**src/rtl/gray_pkg.sv**
```systemverilog
// ---------------------------------------------------------------------------
// gray_pkg
// Shared types and helpers for the Gray-code pointer crossing blocks.
//   - state_e    : decoder FSM states (FILL, FIRST, RUN)
//   - bin2gray   : binary -> Gray conversion
//   - gray2bin   : Gray -> binary conversion
//   - popcount   : number of set bits, used as a Hamming-distance helper
// The helpers work on a fixed-width container (GRAY_MAX_W bits). Callers
// zero-extend narrower words into it and cast the result back down. Zero
// upper bits leave both conversions unchanged, so one function body covers
// every width up to GRAY_MAX_W.
// ---------------------------------------------------------------------------
package gray_pkg;

  localparam int GRAY_MAX_W = 64;

  typedef enum logic [1:0] {
    FILL,
    FIRST,
    RUN
  } state_e;

  // Each Gray bit is the XOR of a binary bit and its upper neighbour.
  function automatic logic [GRAY_MAX_W-1:0] bin2gray(input logic [GRAY_MAX_W-1:0] b);
    return b ^ (b >> 1);
  endfunction

  // Binary bits are a running XOR taken from the MSB down.
  function automatic logic [GRAY_MAX_W-1:0] gray2bin(input logic [GRAY_MAX_W-1:0] g);
    logic [GRAY_MAX_W-1:0] b;
    b[GRAY_MAX_W-1] = g[GRAY_MAX_W-1];
    for (int i = GRAY_MAX_W - 2; i >= 0; i--) begin
      b[i] = b[i+1] ^ g[i];
    end
    return b;
  endfunction

  function automatic int unsigned popcount(input logic [GRAY_MAX_W-1:0] x);
    int unsigned n;
    n = 0;
    for (int i = 0; i < GRAY_MAX_W; i++) begin
      if (x[i]) n++;
    end
    return n;
  endfunction

endpackage

```
**src/rtl/gray_sync_decoder_if.sv**
```systemverilog
// ---------------------------------------------------------------------------
// gray_sync_decoder_if
// Bundles the data and status signals of gray_sync_decoder.
//   gray_in    : Gray word from the upstream counter (may be asynchronous)
//   clr_err    : synchronous clear of the error bookkeeping
//   bin_out    : registered binary value of the synchronised sample
//   bin_valid  : bin_out holds a real sample
//   delta      : bin_out minus previous bin_out, modulo 2^DATA_WIDTH
//   step_err   : one-cycle pulse on a multi-bit Gray step
//   err_cnt    : saturating count of step_err pulses
//   err_sticky : set by step_err, held until clr_err or reset
// master drives gray_in/clr_err (upstream/test side); slave is the decoder.
// ---------------------------------------------------------------------------
interface gray_sync_decoder_if #(
  parameter int DATA_WIDTH    = 8,
  parameter int ERR_CNT_WIDTH = 8
);

  logic [DATA_WIDTH-1:0]    gray_in;
  logic                     clr_err;
  logic [DATA_WIDTH-1:0]    bin_out;
  logic                     bin_valid;
  logic [DATA_WIDTH-1:0]    delta;
  logic                     step_err;
  logic [ERR_CNT_WIDTH-1:0] err_cnt;
  logic                     err_sticky;

  modport master (
    output gray_in,
    output clr_err,
    input  bin_out,
    input  bin_valid,
    input  delta,
    input  step_err,
    input  err_cnt,
    input  err_sticky
  );

  modport slave (
    input  gray_in,
    input  clr_err,
    output bin_out,
    output bin_valid,
    output delta,
    output step_err,
    output err_cnt,
    output err_sticky
  );

endinterface

```
**src/rtl/gray_sync_chain.sv**
```systemverilog
// ---------------------------------------------------------------------------
// gray_sync_chain
// Multi-bit flop chain for bringing a Gray-coded word into the clk domain.
// Only safe for words where at most one bit changes per source update.
//   clk_i    : rising-edge clock
//   resetn_i : synchronous active-low reset, clears every stage
//   d_i      : input word (may be asynchronous to clk_i)
//   q_o      : output of the last stage, STAGES edges after capture
// ---------------------------------------------------------------------------
module gray_sync_chain #(
  parameter int WIDTH  = 8,
  parameter int STAGES = 2
) (
  input  logic             clk_i,
  input  logic             resetn_i,
  input  logic [WIDTH-1:0] d_i,
  output logic [WIDTH-1:0] q_o
);

  // Stage 0 sits in the lowest slot; every edge shifts one slot upward.
  logic [STAGES-1:0][WIDTH-1:0] chain_q;

  // Shift register: stage 0 captures d_i, later stages copy their neighbour.
  always_ff @(posedge clk_i) begin
    if (!resetn_i) begin
      chain_q <= '0;
    end else begin
      chain_q <= {chain_q[STAGES-2:0], d_i};
    end
  end

  assign q_o = chain_q[STAGES-1];

endmodule

```
**src/rtl/gray_sync_decoder.sv**
```systemverilog
// ---------------------------------------------------------------------------
// gray_sync_decoder
// Consumer of a free-running Gray counter. It synchronises the Gray word,
// converts it to binary, reports the per-sample binary delta, and flags and
// counts samples whose Gray step changes more than one bit.
//   clk    : rising-edge clock
//   resetn : synchronous active-low reset; outputs read 0 after a reset edge
//   bus    : gray_sync_decoder_if.slave carrying gray_in, clr_err, bin_out,
//            bin_valid, delta, step_err, err_cnt, err_sticky
// Supports DATA_WIDTH from 2 up to gray_pkg::GRAY_MAX_W.
// ---------------------------------------------------------------------------
module gray_sync_decoder
  import gray_pkg::*;
#(
  parameter int DATA_WIDTH    = 8,
  parameter int SYNC_STAGES   = 2,
  parameter int ERR_CNT_WIDTH = 8
) (
  input  logic                clk,
  input  logic                resetn,
  gray_sync_decoder_if.slave  bus
);

  localparam int FILL_W = $clog2(SYNC_STAGES) + 1;

  state_e                   state_q;
  logic [FILL_W-1:0]        fillCnt_q;
  logic [DATA_WIDTH-1:0]    gPrev_q;
  logic [DATA_WIDTH-1:0]    binOut_q;
  logic                     binValid_q;
  logic [DATA_WIDTH-1:0]    delta_q;
  logic                     stepErr_q;
  logic [ERR_CNT_WIDTH-1:0] errCnt_q;
  logic                     errSticky_q;

  logic [DATA_WIDTH-1:0]    gCur;
  logic [DATA_WIDTH-1:0]    binNew;
  int unsigned              hamming;
  logic                     stepErr_d;
  logic [ERR_CNT_WIDTH-1:0] errBase;
  logic [ERR_CNT_WIDTH-1:0] errCnt_d;
  logic                     errSticky_d;

  gray_sync_chain #(
    .WIDTH  (DATA_WIDTH),
    .STAGES (SYNC_STAGES)
  ) u_sync (
    .clk_i    (clk),
    .resetn_i (resetn),
    .d_i      (bus.gray_in),
    .q_o      (gCur)
  );

  // Conversion and step check on the synchronised sample. Only RUN has a
  // meaningful previous sample, so checks are gated to that state.
  always_comb begin
    binNew    = DATA_WIDTH'(gray2bin(GRAY_MAX_W'(gCur)));
    hamming   = popcount(GRAY_MAX_W'(gCur ^ gPrev_q));
    stepErr_d = (state_q == RUN) && (hamming > 1);
  end

  // Error bookkeeping: a clear is applied before a same-edge increment, so
  // clear plus error leaves a count of one and the sticky bit set.
  always_comb begin
    errBase     = bus.clr_err ? '0 : errCnt_q;
    errCnt_d    = errBase;
    errSticky_d = bus.clr_err ? 1'b0 : errSticky_q;
    if (stepErr_d) begin
      errSticky_d = 1'b1;
      if (errBase != '1) begin
        errCnt_d = errBase + ERR_CNT_WIDTH'(1);
      end
    end
  end

  // FILL waits until the chain holds only post-reset samples, FIRST takes
  // the first sample without a step check, RUN updates every cycle.
  always_ff @(posedge clk) begin
    if (!resetn) begin
      state_q     <= FILL;
      fillCnt_q   <= '0;
      gPrev_q     <= '0;
      binOut_q    <= '0;
      binValid_q  <= 1'b0;
      delta_q     <= '0;
      stepErr_q   <= 1'b0;
      errCnt_q    <= '0;
      errSticky_q <= 1'b0;
    end else begin
      stepErr_q   <= stepErr_d;
      errCnt_q    <= errCnt_d;
      errSticky_q <= errSticky_d;
      case (state_q)
        FILL: begin
          if (fillCnt_q == FILL_W'(SYNC_STAGES - 1)) begin
            state_q <= FIRST;
          end else begin
            fillCnt_q <= fillCnt_q + FILL_W'(1);
          end
        end
        FIRST: begin
          binOut_q   <= binNew;
          binValid_q <= 1'b1;
          delta_q    <= '0;
          gPrev_q    <= gCur;
          state_q    <= RUN;
        end
        RUN: begin
          binOut_q <= binNew;
          delta_q  <= binNew - binOut_q;
          gPrev_q  <= gCur;
        end
        default: begin
          state_q <= FILL;
        end
      endcase
    end
  end

  assign bus.bin_out    = binOut_q;
  assign bus.bin_valid  = binValid_q;
  assign bus.delta      = delta_q;
  assign bus.step_err   = stepErr_q;
  assign bus.err_cnt    = errCnt_q;
  assign bus.err_sticky = errSticky_q;

endmodule
```
**src/flat_wrapper.sv**
```systemverilog
// flat-port wrapper written by rule: the top's interface ports become plain ports
module gray_sync_decoder_flat import gray_pkg::*;
#(
  parameter int DATA_WIDTH    = 8,
  parameter int SYNC_STAGES   = 2,
  parameter int ERR_CNT_WIDTH = 8
)
  (clk, resetn, bus_gray_in, bus_clr_err, bus_bin_out, bus_bin_valid, bus_delta, bus_step_err, bus_err_cnt, bus_err_sticky);
  gray_sync_decoder_if #(.DATA_WIDTH(DATA_WIDTH), .ERR_CNT_WIDTH(ERR_CNT_WIDTH)) bus_i ();
  input  logic clk;
  input  logic resetn;
  input wire logic [$bits(bus_i.gray_in)-1:0] bus_gray_in;
  input wire logic [$bits(bus_i.clr_err)-1:0] bus_clr_err;
  output wire logic [$bits(bus_i.bin_out)-1:0] bus_bin_out;
  output wire logic [$bits(bus_i.bin_valid)-1:0] bus_bin_valid;
  output wire logic [$bits(bus_i.delta)-1:0] bus_delta;
  output wire logic [$bits(bus_i.step_err)-1:0] bus_step_err;
  output wire logic [$bits(bus_i.err_cnt)-1:0] bus_err_cnt;
  output wire logic [$bits(bus_i.err_sticky)-1:0] bus_err_sticky;
  assign bus_i.gray_in = bus_gray_in;
  assign bus_i.clr_err = bus_clr_err;
  assign bus_bin_out = bus_i.bin_out;
  assign bus_bin_valid = bus_i.bin_valid;
  assign bus_delta = bus_i.delta;
  assign bus_step_err = bus_i.step_err;
  assign bus_err_cnt = bus_i.err_cnt;
  assign bus_err_sticky = bus_i.err_sticky;
  gray_sync_decoder #(.DATA_WIDTH(DATA_WIDTH), .SYNC_STAGES(SYNC_STAGES), .ERR_CNT_WIDTH(ERR_CNT_WIDTH)) u_core (.clk(clk), .resetn(resetn), .bus(bus_i));
endmodule
```
**config.mk**
```make
export PLATFORM = sky130hd
export DESIGN_NAME = gray_sync_decoder_flat
export DESIGN_NICKNAME = d
export VERILOG_FILES = /design/src/rtl/gray_pkg.sv /design/src/rtl/gray_sync_decoder_if.sv /design/src/rtl/gray_sync_chain.sv /design/src/rtl/gray_sync_decoder.sv /design/src/flat_wrapper.sv
export SDC_FILE = /design/constraint.sdc
export NUM_CORES = 1
export LEC_CHECK = 0
export BUFFER_PORTS_ARGS = -buffer_cell sky130_fd_sc_hd__buf_2
export CORE_MARGIN = 1
export CORE_UTILIZATION = 62
export CTS_CLUSTER_DIAMETER = 100
export CTS_CLUSTER_SIZE = 12
export DETAILED_ROUTE_END_ITERATION = 16
export PLACE_DENSITY_LB_ADDON = 0.05
export SYNTH_ARGS = -nofsm -noshare
export SYNTH_HDL_FRONTEND = slang
export SYNTH_SLANG_ARGS = --single-unit
export TNS_END_PERCENT = 50
```
**constraint.sdc**
```tcl
create_clock -name clk -period 12.89 [get_ports clk]
set_clock_uncertainty 0.05 [all_clocks]
set_input_delay 0.6445 -clock clk [delete_from_list [all_inputs] [get_ports clk]]
set_output_delay 0.6445 -clock clk [all_outputs]
set_load 0.05 [all_outputs]
```
; ---- Word-level counts from Yosys, hierarchy flattened
; Index checks and enable logic that the tools add are counted.
[op_classes]
bitwise_logic = 10
reduce_logical = 7
n_mux = 72
eq_ne = 5
add_sub_neg = 66
n_lt_le_gt_ge = 1
[op_table]
columns = op, n
row1 = $add A32 B1 Y32 const B, 63
row2 = $mux W32, 63
row3 = $gt A32 B1 Y1 const B, 1
row4 = $mux W8, 3
row5 = $pmux W8 S2, 1
row6 = $add A8 B1 Y8 const B, 1
row7 = $ne A8 B8 Y1 const B, 1
row8 = $sub A8 B8 Y8, 1
row9 = $xor A8 B8 Y8, 1
row10 = $xor A1 B1 Y1, 7
row11 = $pmux W2 S3, 1
row12 = $eq A2 B1 Y1 const B, 2
row13 = $reduce_and A2 Y1, 2
row14 = $reduce_bool A2 Y1, 2
row15 = $mux W1, 3
row16 = $add A2 B1 Y2 const B, 1
row17 = $eq A2 B2 Y1 const B, 1
row18 = $logic_not A2 Y1, 1
row19 = $mux W2, 1
row20 = $ne A2 B1 Y1 const B, 1
row21 = $not A1 Y1, 2
row22 = $reduce_or A2 Y1, 1
row23 = $logic_and A1 B1 Y1, 1
[totals]
wordCells = 172
register_bits = 55
in_bits = 11

; ---- Longest topological paths before layout
; Gate-level depths: netlist of the first run.
[logic_depth]
word_depth = 131
depth_mapped = 25

; ---- Hierarchy
; A second synthesis of the first run with hierarchy kept.
[unflattened]
cells_unflattened = 358
area_unflattened_um2 = 3146.8
[modules_own_cells]
columns = mod, area_per_inst_um2, n_inst, cells_per_inst
row1 = gray_sync_decoder, 2640.0, 1, 317
row2 = gray_sync_chain, 506.7, 1, 41

; ---- Least setup slack after synthesis of the first run
; OpenSTA, ideal clock, no wires.
[synth_timing]
kind = flip-flop to flip-flop
startpoint = reg u_core.u_sync.chain_q, in the netlist u_core.u_sync.q_o[0]
endpoint = reg u_core.errCnt_q[3] (netlist: u_core.bus.err_cnt[3])
synth_period_minus_slack_ns = 4.589
slack_ns = 8.301
t_arrival_ns = 4.419
path_buffers = 0
path_stages_with_launch = 24
path_cell_list = dfxtp_1 > xnor2_1 > ha_1 > xnor3_1 > xor2_2 > inv_1 > ha_1 > nand2_1 > o21ai_0 > ha_1 > nor2_1 > a21oi_1 > nor2_1 > inv_1 > ha_1 > nor2_1 > a21oi_1 > ha_1 > and2_1 > o221a_2 > mux2_2 > a21oi_2 > nand4_1 > mux2i_1
[synth_via]
elab_chain_len = 131
[synth_rtl]
columns = element, line
row1 = "start, declared", gray_sync_chain.sv:21  ; logic [STAGES-1:0][WIDTH-1:0] chain_q;
row2 = "start signal, assigned", gray_sync_chain.sv:28  ; chain_q <= {chain_q[STAGES-2:0], d_i};
row3 = $xor A8 B8 Y8 (*), gray_sync_decoder.sv:58  ; hamming = popcount(GRAY_MAX_W'(gCur ^ gPrev_q));
row4 = $mux W1 (*), gray_pkg.sv:42  ; if (x[i]) n++;
row5 = $add A32 B1 Y32, gray_pkg.sv:42
row6 = $mux W32 (*), gray_pkg.sv:42
row7 = $add A32 B1 Y32, gray_pkg.sv:42
row8 = $mux W32 (*), gray_pkg.sv:42
row9 = $add A32 B1 Y32, gray_pkg.sv:42
row10 = $mux W32 (*), gray_pkg.sv:42
row11 = (+115 left out), -
row12 = $mux W32 (*), gray_pkg.sv:42
row13 = $add A32 B1 Y32, gray_pkg.sv:42
row14 = $mux W32 (*), gray_pkg.sv:42
row15 = $add A32 B1 Y32, gray_pkg.sv:42
row16 = $mux W32 (*), gray_pkg.sv:42
row17 = $gt A32 B1 Y1 (*), gray_sync_decoder.sv:59  ; stepErr_d = (state_q == RUN) && (hamming > 1);
row18 = $logic_and A1 B1 Y1 (*), gray_sync_decoder.sv:59
row19 = $mux W8 (*), gray_sync_decoder.sv:68  ; if (stepErr_d) begin
row20 = "end signal, assigned", gray_sync_decoder.sv:91  ; errCnt_q <= errCnt_d;
row21 = "end, declared", gray_sync_decoder.sv:33  ; logic [ERR_CNT_WIDTH-1:0] errCnt_q;
; Every way passes the cells marked *; elsewhere a longest branch is shown, timed or not.
; A chain may end at the register's enable or synchronous reset.

; ---- Final worst setup path of the first run
; Ends and elaborated chain as after synthesis.

==> results by group, run 1 <==
Timing
  – RSZ-0062 raised after global routing: no
  – Slew @ Worst Pin: roughly 1.1 ns
  – Final period util: between 30% and 40%
  – Max-slew headroom: 28.1%
  – Final setup fails: 0
  – Setup TNS: 0 ns
  – Fin crit period: ~5.0 ns
  – Highest Clock Rate: between 0.15 and 0.2 GHz
  – Max-slew violations: 0
  – Final hold vios: 0

Yosys
  – Post-Synth XOR/XNOR Area: between 10% and 20%
  – Mapped cell area: between 3000 and 4000 µm²
  – Syn_area_per_cell: between 8 and 9 µm²
  – Synth Warn #: 0
  – Largest family of logic cells by synthesized area: simple AND/OR/NAND/NOR gates
  – Mux cell area share after synthesis: roughly 5%
  – Mapped Nets: roughly 380
  – Simple-gate share of the synthesized area: 20.0%
  – Main synth FF type: dfxtp_1
  – Synth unique cells: 52
  – Adder-cell area share of the yosys netlist: around a tenth
  – EDFF count, synth: 0
  – Post-Synthesis Cells: about 340
  – Async SR Flop Fraction: 0%
  – Sequential fraction of the synthesis area: 35.7%
  – Synth Area in Compound Gates: between 10% and 20%
  – Register bit count reported by yosys: 54

Die
  – Initial core utilization: 64.1%
  – Die Y: 71.9 µm
  – Die ar.: 5170 µm²
  – Die Width: slightly above 70 µm
  – Boundary pin count: 38
  – Std cell rows: 25
  – Core area: 4720 µm²

Clock network
  – CTS tree: done
  – H-tree levels: 2
  – Skew-Pair Late Insertion Delay: ~0.30 ns
  – Clk sinks: 54
  – Clock Tree Root: clkbuf_8
  – CTS Hold Bufs: 0
  – Post-CTS setup buffer count: 0
  – Max Root-Sink Buffers: 2
  – Num CTS Buffers: 5
  – # resized after CTS: 0
  – Clk slew on worst S/H paths: approximately 0.10 ns

Power and ir drop
  – Pwr Density: between 150 and 200 nW/µm²
  – Peak VDD IR: between 0.0001 and 0.00015 V
  – Final Total Pwr: approximately 0.57 mW
  – Leak: between 1 and 1.5 nW

Layout
  – Nets: 407
  – Final Cell Area: approximately 3400 µm²
  – Final std cells w/o fill: 442
  – Fill cells: ~400
  – Diodes inserted: 0
  – FF+latch area: roughly 1100 µm²
  – Leading cell type in the layout, fill and taps excluded: dfxtp_1
  – Synthesis-to-layout area growth: 10.9%
  – Multi-input gate area in the final layout: ~1800 µm²
  – Most frequent cells in the layout: dfxtp_1, buf_2, nor2_1
  – Share of layout cells above drive strength 1: between 10% and 20%

Setup path
  – FF-to-FF End: u_core.bus.err_cnt[3]
  – Worst Setup Path Type: reg2reg
  – WP data arrival: about 5.2 ns
  – Reg2reg start: u_core.u_sync.q_o[0]
  – Crit start category: register
  – Crit path from: u_core.u_sync.q_o[0]
  – Critical-path maximum fanout: 7
  – Critical Path RT: 13.04 ns
  – Worst R2R Setup Slack: around 7.9 ns
  – Crit. End Element: register
  – Reg2Reg Depth: 23

Place
  – Buffers on Ports: 37
  – Placed cells: between 400 and 500
  – Half-perimeter wire length after placement: approximately 4200 µm
  – Gpl congestion: 0.842
  – Placed Area: between 3000 and 4000 µm²

Outcome
  – Status: completed

Global routing
  – Initial antenna violation count: 0
  – Vias in the first global route: 2,162
  – Global Route Usage Sum: 23.3%
  – Largest net degree at the start of global routing: 33
  – First-pass GRT wire length: roughly 9500 µm
  – GRT overflow: 0

Worst hold path
  – Hold WC Path Type: reg2reg
  – Hold Crit Start: u_core.u_sync.chain_q[6]
  – Hold Path End: u_core.u_sync.q_o[6]
  – Hold Crit Depth: 1

Drt
  – 1st-pass router iterations: 4
  – Mean number of vias per cell: approximately 5.3
  – Via count: 2,349
  – Routed Antenna Nets: 0
  – Drt drc: 0
  – DR iter-0 viols: between 90 and 100
  – WL/cell: ~13 µm
  – Final wirelength: about 5700 µm

Run
  – Maximum Capacitance Violations: 0
cell usage after synthesis (2+ instances only):
library cell	number	area share (%)
dfxtp_1	54	36
nor2_1	36	4.5
inv_1	30	3.7
nand2_1	22	2.7
xnor2_1	22	6.4
ha_1	21	8.7
and2_1	19	3.9
a21oi_1	16	2.6
o21ai_0	14	2.3
mux2i_1	13	4.3
nand3_1	8	1.3
nor2b_1	8	1.7
a211oi_1	7	1.7
clkbuf_1	7	0.87
xor2_1	6	1.7
and3_1	5	1.0
buf_1	3	0.37
nand2b_1	3	0.62
nand4b_1	3	0.87
o32ai_1	3	0.87
or3_1	3	0.62
xor2_2	3	1.6
a21o_1	2	0.50
mux2_2	2	0.74
nand4_1	2	0.41
nor3_1	2	0.33
o211a_1	2	0.66
xnor3_1	2	1.5
kinds of logic after synthesis:
kind of cell	after synthesis
muxes	15
DFF	54
and+or+nand+nor	118
AOI/OAI and AO/OA	57
xor gates and xnor gates	34
buffers and inverters	42
adders and majority gates	22
cell type report:
| cell class | count | area share, % |
|---|---|---|
| clock buffers | 8 | 3.28 |
| multi-input cells | 246 | 53.2 |
| repair buffers | 37 | 5.51 |
| flip-flops and latches | 54 | 32.2 |
| inverters | 30 | 3.35 |
| well taps | 67 | 2.50 |
power breakdown:
part | internal [mW] | switching (mW)
sequential | 0.186 | 0.0140
clock | 0.0543 | 0.0531
combinational | 0.0981 | 0.161
routing by layer:
metal / GRT usage, % / share of wire (%) / up-vias
li1: - / - / 1212
met1: 31.9 / 49 / 1092
met2: 38.1 / 47 / 43
met3: 3.47 / 3.9 / 2
met4: 7.84 / 0.51 / 0
met5: 0 / 0 / -
worst max-delay path, stage by stage, from the launching register on:
cell	delay (ns)
dfxtp_1	0.35
xnor2_1	0.30
ha_1	0.34
xnor3_1	0.29
xor2_2	0.36
inv_1	0.11
ha_1	0.33
nand2_1	0.09
o21ai_0	0.10
ha_1	0.32
nor2_1	0.10
a21oi_1	0.07
nor2_1	0.17
inv_1	0.06
ha_1	0.30
nor2_1	0.14
a21oi_1	0.06
ha_1	0.23
and2_1	0.14
o221a_2	0.11
mux2_2	0.30
a21oi_2	0.31
nand4_1	0.16
mux2i_1	0.13
how the worst max path moves through the flow:
stage | endpoint | slack (ns)
after floorplan | u_core.bus.err_cnt[3] | 8.30
after global placement | u_core.bus.err_cnt[3] | 8.08
after detailed placement | u_core.bus.err_cnt[3] | 7.87
after CTS | u_core.bus.err_cnt[3] | 7.86
after global routing | u_core.bus.err_cnt[3] | 7.47
final | u_core.bus.err_cnt[3] | 7.86
registers in the layout (all words and copies together) (netlist names):
signal	count
u_core.u_sync.q_o	8
u_core.gPrev_q	7
u_core.bus.delta	8
u_core.bus.err_sticky	1
u_core.u_sync.chain_q	8
u_core.bus.bin_valid	1
u_core.bus.bin_out	8
u_core.bus.err_cnt	8
u_core.bus.step_err	1
u_core.state_q	2
u_core.fillCnt_q	2
stage by stage:
step                hold WS (ns)  setup slack, ns  utilization, %
floorplan                  0.362             8.30               -
global placement           0.363             8.08            68.8
detailed placement         0.373             7.87            68.8
CTS                        0.393             7.86            71.1
global route               0.407             7.47            71.1
finish                     0.388             7.86            71.1
Power figures use the tool's default switching activity.
==> run 2: changes to the inputs <==
--- a/config.mk
+++ b/config.mk
@@ -7,7 +7,7 @@
 export LEC_CHECK = 0
 export BUFFER_PORTS_ARGS = -buffer_cell sky130_fd_sc_hd__buf_2
 export CORE_MARGIN = 1
-export CORE_UTILIZATION = 62
+export CORE_UTILIZATION = 58
 export CTS_CLUSTER_DIAMETER = 100
 export CTS_CLUSTER_SIZE = 12
 export DETAILED_ROUTE_END_ITERATION = 16
==> constraint.sdc (replaced) <==
create_clock -name clk -period 5 [get_ports clk]
set_clock_uncertainty 0.05 [all_clocks]
set_input_delay 0.25 -clock clk [delete_from_list [all_inputs] [get_ports clk]]
set_output_delay 0.25 -clock clk [all_outputs]
set_load 0.05 [all_outputs]
==> results by group, run 2 (synthesis results as in run 1) <==
Outcome
  – Status: completed

Setup path
  – CP Cell Sequence: xnor2_2 > inv_1 > ha_1 > nor2_1 > a31oi_1 > mux2_2 > ha_1 > nand2_1 > o21ai_0 > ha_1 > nor2_1 > a21oi_1 > nor2_1 > inv_1 > ha_1 > or3_1 > o32ai_1 > or4b_4 > a21oi_4 > a21bo_4 > nor2_1 > o221a_1
  – Worst R2R Setup Slack: about 0.29 ns
  – Crit path from: u_core.u_sync.q_o[0]
  – Crit. End Element: register
  – WP data arrival: about 4.9 ns
  – Critical-path maximum fanout: 5
  – Crit start category: register
  – Slowest-stage cell, CP: or4b_4
  – Reg2Reg Depth: 22
  – Worst Setup Path Type: reg2reg
  – FF-to-FF End: u_core.bus.err_cnt[6]
  – Critical Path RT: about 5 ns
  – CP endpoint: u_core.bus.err_cnt[6]
  – Slowest Stage Delay on Critical Path: around 0.5 ns
  – Reg2reg start: u_core.u_sync.q_o[0]

Global routing
  – Largest net degree at the start of global routing: 29
  – Vias in the first global route: between 2,000 and 2,500
  – GRT overflow: 0
  – First-pass GRT wire length: around 9000 µm
  – Initial antenna violation count: 0
  – Global Route Usage Sum: 21.1%

Timing
  – Highest Clock Rate: around 0.21 GHz
  – Final hold vios: 0
  – Fin crit period: ~4.7 ns
  – Max-slew violations: 0
  – Slew @ Worst Pin: ~1.1 ns
  – Final setup fails: 0
  – Max-slew headroom: 29.3%
  – Final period util: between 90 and 100%

Clock network
  – Num CTS Buffers: 5
  – Clk sinks: 54
  – Skew-Pair Late Insertion Delay: around 0.3 ns
  – Clk slew on worst S/H paths: ~0.090 ns
  – H-tree levels: 2
  – Clock Tree Root: clkbuf_8
  – Max Root-Sink Buffers: 2
  – CTS tree: done

Drt
  – DR iter-0 viols: between 90 and 100
  – WL/cell: about 12 µm
  – 1st-pass router iterations: 4
  – Mean number of vias per cell: between 5 and 6
  – Drt drc: 0
  – Routed Antenna Nets: 0
  – Via count: about 2,300
  – Final wirelength: 5510 µm

Layout
  – Nets: 411
  – Final std cells w/o fill: approximately 450
  – Leading cell type in the layout, fill and taps excluded: dfxtp_1
  – Final Core Density: approximately 70%
  – Synthesis-to-layout area growth: 13.5%
  – Final Cell Area: 3440 µm²
  – Diodes inserted: 0
  – Share of layout cells above drive strength 1: between 15 and 20%
  – Most frequent cells in the layout: dfxtp_1, buf_2, nor2_1
  – Fill cells: about 410

Power and ir drop
  – Leak: 1.50 nW
  – Peak VDD IR: approximately 0.00031 V
  – Pwr Density: around 430 nW/µm²
  – Final Total Pwr: between 1 and 1.5 mW

Place
  – Half-perimeter wire length after placement: around 4000 µm
  – Buffers on Ports: 37
  – Gpl congestion: between 0.8 and 0.9
  – Placed cells: between 400 and 500
  – Placed Area: between 3000 and 4000 µm²

Die
  – Std cell rows: 25
  – Die Width: ~74 µm
  – Initial core utilization: between 60% and 70%
  – Die ar.: around 5500 µm²
  – Core area: ~4900 µm²
  – Die Y: about 74 µm
  – Boundary pin count: 38

Worst hold path
  – Hold WC Path Type: in2reg

Run
  – Maximum Capacitance Violations: 0
[run 2: cell types whose count changed in the layout (fill, tap and decap cells not counted), sizes merged]
cell      before  now
clkbuf         8    6
buf           37   41
clkinvlp       0    1
bufinv         0    1
[run 2: cell type report]
type | instances | area, µm² | area share (%)
multi-input cells | 246 | 1840 | 53.4
repair buffers | 41 | 215 | 6.26
clock buffers | 6 | 72.6 | 2.11
inverters | 30 | 113 | 3.27
flip-flops and latches | 54 | 1080 | 31.4
clock inverters | 2 | 37.5 | 1.09
well taps | 67 | 83.8 | 2.44
[run 2: how the worst min path moves through the flow]
stage                                to  cells past startpoint                     start
6_report       u_core.u_sync.chain_q[7]                      2            bus_gray_in[7]
5_1_grt        u_core.u_sync.chain_q[5]                      2            bus_gray_in[5]
4_1_cts        u_core.u_sync.chain_q[7]                      2            bus_gray_in[7]
3_5_place_dp       u_core.u_sync.q_o[4]                      1  u_core.u_sync.chain_q[4]
3_3_place_gp       u_core.u_sync.q_o[7]                      1  u_core.u_sync.chain_q[7]
2_1_floorplan  u_core.u_sync.chain_q[0]                      1            bus_gray_in[0]
[run 2: per-stage QoR]
stage / hold WS, ns / worst slack, ns / setup TNS [ns]
5_1_grt: 0.0909 / -0.0287 / -0.0677
2_1_floorplan: 0.327 / 0.411 / 0
4_1_cts: 0.0870 / 0.213 / 0
3_3_place_gp: 0.364 / 0.368 / 0
6_report: 0.0986 / 0.289 / 0
3_5_place_dp: 0.369 / 0.242 / 0
[run 2: power by group]
group / total [mW] / internal, mW / switching [mW]
Combinational: 0.692 / 0.268 / 0.424
Clock: 0.286 / 0.149 / 0.137
Sequential: 0.514 / 0.479 / 0.0355
Total: 1.49 / 0.896 / 0.596
[run 2: critical path: cells and delay by family (launching register included)]
| family | cells | cell delay [ns] |
|---|---|---|
| flip-flops | 1 | 0.36 |
| adder cells (fa/ha/maj) | 4 | 1.08 |
| buffers and inverters | 2 | 0.14 |
| AO/OA/AOI/OAI | 7 | 0.99 |
| multiplexers | 1 | 0.29 |
| XOR/XNOR | 1 | 0.32 |
| AND/OR/NAND/NOR | 7 | 1.36 |
[run 2: layer usage]
layer | track usage, % | share of wire (%) | up-vias
li1 | - | - | 1214
met1 | 27.6 | 50 | 1067
met2 | 36.0 | 47 | 30
met3 | 3.52 | 3.0 | 5
met4 | 6.29 | 0.73 | 0
met5 | 0 | 0 | -
[run 2: what timing repair did]
item                       CTS  global route
setup buffers                0             1
hold buffers                 0             0
gates resized for setup      0             8
setup endpoints to repair    0             8
==> run 3: changes to the inputs <==
--- a/config.mk
+++ b/config.mk
@@ -14,5 +14,6 @@
 export PLACE_DENSITY_LB_ADDON = 0.05
 export SYNTH_ARGS = -nofsm -noshare
 export SYNTH_HDL_FRONTEND = slang
+export SYNTH_HIERARCHICAL = 1
 export SYNTH_SLANG_ARGS = --single-unit
 export TNS_END_PERCENT = 50
==> results by group, run 3 <==
Outcome
  – Status: completed

Clock network
  – CTS tree: done
  – Post-CTS setup buffer count: 0
  – Skew-Pair Late Insertion Delay: between 0.3 and 0.4 ns
  – Clk slew on worst S/H paths: 0.10 ns
  – Max Root-Sink Buffers: 2
  – Clk sinks: 54
  – CTS Hold Bufs: 0
  – Num CTS Buffers: 5
  – Clock Tree Root: clkbuf_8
  – H-tree levels: 2

Yosys
  – Leading area contributor after synthesis: dfxtp_1
  – Mapped Nets: between 300 and 400
  – Top post-synthesis cells by area: dfxtp_1, ha_1, xnor2_1
  – Post-synth top area share: between 30 and 40%
  – Sequential fraction of the synthesis area: about a third
  – Top-count cell post-synth: dfxtp_1
  – EDFF count, synth: 0
  – Register bit count reported by yosys: 54
  – Synth Warn #: 6
  – Mapped cell area: between 3000 and 4000 µm²
  – Synth unique cells: 54
  – Synth top cells by count: dfxtp_1, nor2_1, inv_1
  – Async SR Flop Fraction: 0%
  – Main synth FF type: dfxtp_1
  – Syn_area_per_cell: approximately 8.8 µm²
  – Post-Synthesis Cells: roughly 360

Timing
  – Final setup fails: 0
  – Setup TNS: 0 ns
  – Final period util: 95.7%
  – Highest Clock Rate: 0.209 GHz
  – RSZ-0062 raised after global routing: no
  – Max-slew violations: 0
  – Worst setup margin: roughly 0.22 ns
  – Max-slew headroom: a little over a quarter
  – Slew @ Worst Pin: between 1 and 1.5 ns
  – Final hold vios: 0
  – Fin crit period: about 4.8 ns

Place
  – Buffers on Ports: 37
  – DP Worst Slack: between 0.1 and 0.15 ns
  – Half-perimeter wire length after placement: between 4000 and 5000 µm
  – Gpl congestion: around 0.85
  – Placed cells: between 400 and 500

Global routing
  – Global Route Usage Sum: 21.9%
  – Largest net degree at the start of global routing: 35
  – Vias in the first global route: 2,149
  – Initial antenna violation count: 0
  – First-pass GRT wire length: roughly 9400 µm
  – GRT overflow: 0

Die
  – Die Y: roughly 76 µm
  – Boundary pin count: 38
  – Die Width: roughly 76 µm
  – Die ar.: about 5700 µm²
  – Std cell rows: 26
  – Initial core utilization: 60.8%
  – Core area: approximately 5200 µm²

Drt
  – Drt drc: 0
  – 1st-pass router iterations: 4
  – WL/cell: 13.0 µm
  – Final wirelength: about 5900 µm
  – Via count: around 2,500
  – Mean number of vias per cell: about 5.5
  – DR iter-0 viols: 93
  – Routed Antenna Nets: 0

Layout
  – Diodes inserted: 0
  – Final Core Density: about two thirds
  – Leading cell type in the layout, fill and taps excluded: dfxtp_1
  – Most frequent cells in the layout: dfxtp_1, buf_2, nor2_1
  – Share of layout cells above drive strength 1: around a fifth
  – Synthesis-to-layout area growth: 9.34%
  – Nets: around 420
  – Final std cells w/o fill: between 400 and 500

Setup path
  – Worst R2R Setup Slack: approximately 0.22 ns
  – Slowest-stage cell, CP: o311a_2
  – Slowest Stage Delay on Critical Path: between 0.4 and 0.5 ns
  – Critical-path maximum fanout: 8
  – Critical Path RT: just over 5 ns
  – Crit. End Element: register
  – CP most frequent cell: ha_1
  – CP Cell Sequence: xnor2_2 > ha_2 > xnor3_2 > inv_1 > ha_1 > o21a_1 > o21ai_0 > nand2_1 > ha_1 > nor2_1 > a31oi_1 > ha_1 > nand2_1 > nand2_1 > ha_1 > or3_1 > o311a_2 > o21a_4 > a21oi_1 > nor3_2
  – Crit start category: register
  – WP data arrival: roughly 4.9 ns
  – Worst Setup Path Type: reg2reg

Worst hold path
  – Hold WC Path Type: in2reg

Run
  – Maximum Capacitance Violations: 0

Power and ir drop
  – Peak VDD IR: 0.000334 V
  – Leak: ~1.5 nW
  – Pwr Density: between 400 and 500 nW/µm²
==> run 3: changes by cell type in the layout (fill, tap and decap cells not counted), sizes merged, moves of 3 or more <==
cell	delta
buf	-3
nand3	+3
a31oi	+3
and3	+3
or3	+3
clkinv	+3
xnor2	-3
nand2	-3
==> run 3: critical path: cells and delay by family (launching register included) <==
kind,cells,cell delay (ns)
adders and majority gates,5,1.52
and+or+nand+nor,6,0.72
DFF,1,0.37
AOI/OAI and AO/OA,6,1.41
buffers and inverters,1,0.06
xor gates and xnor gates,2,0.53
==> run 3: final cells by class <==
cell class	count	area, µm²
Clock buffer	5	68.8
Timing Repair Buffer	38	193
Clock inverter	3	26.3
Fill cell	437	1730
Sequential cell	54	1080
Tap cell	70	87.6
Inverter	28	105
Multi-Input combinational cell	257	1880
==> run 3: worst paths after layout <==
path / cells after the start / startpoint / endpoint
setup / recovery: 20 / u_core/u_sync/q_o[1] / u_core/bus.err_cnt[6]
hold / removal: 2 / bus_gray_in[1] / u_core/u_sync/chain_q[1]
setup reg to reg: 20 / u_core/u_sync/q_o[1] / u_core/bus.err_cnt[6]
hold reg to reg: 1 / u_core/u_sync/chain_q[2] / u_core/u_sync/q_o[2]
==> run 3: where the power goes <==
part	leakage, nW	switching [mW]	internal, mW
combinational	1.04	0.426	0.264
sequential	0.441	0.0396	0.481
clock	0.0483	0.148	0.101
total	1.53	0.614	0.846
==> run 3: stage by stage <==
stage	cell area, µm²	total power, mW	hold slack [ns]
2_1_floorplan	3150	1.08	0.327
5_1_grt	3440	1.57	0.0697
3_5_place_dp	3310	1.21	0.384
3_3_place_gp	3310	1.19	0.377
4_1_cts	3400	1.46	0.0792
6_report	3440	1.46	0.0857
==> run 3: cell families after synthesis <==
group	after synthesis	share of synthesized area, %
AND/OR/NAND/NOR	125	20.9
buffers and inverters	47	7.20
multiplexers	14	4.45
AO/OA/AOI/OAI	66	14.5
adder cells (fa/ha/maj)	21	8.59
flip-flops	54	34.4
XOR/XNOR	31	10.0
==> run 3: per-layer routing <==
| metal | share of wire (%) | track usage, % | vias up |
|---|---|---|---|
| met5 | 0 | 0 | - |
| met4 | 1.1 | 6.79 | 0 |
| met3 | 4.3 | 4.23 | 7 |
| met2 | 46 | 37.6 | 67 |
| met1 | 48 | 27.9 | 1146 |
| li1 | - | - | 1274 |
==> run 3: repair_timing <==
item                                   4_1_cts  5_1_grt
endpoints found under the hold margin        0        0
resized for setup                            0        8
setup endpoints to repair                    0       10
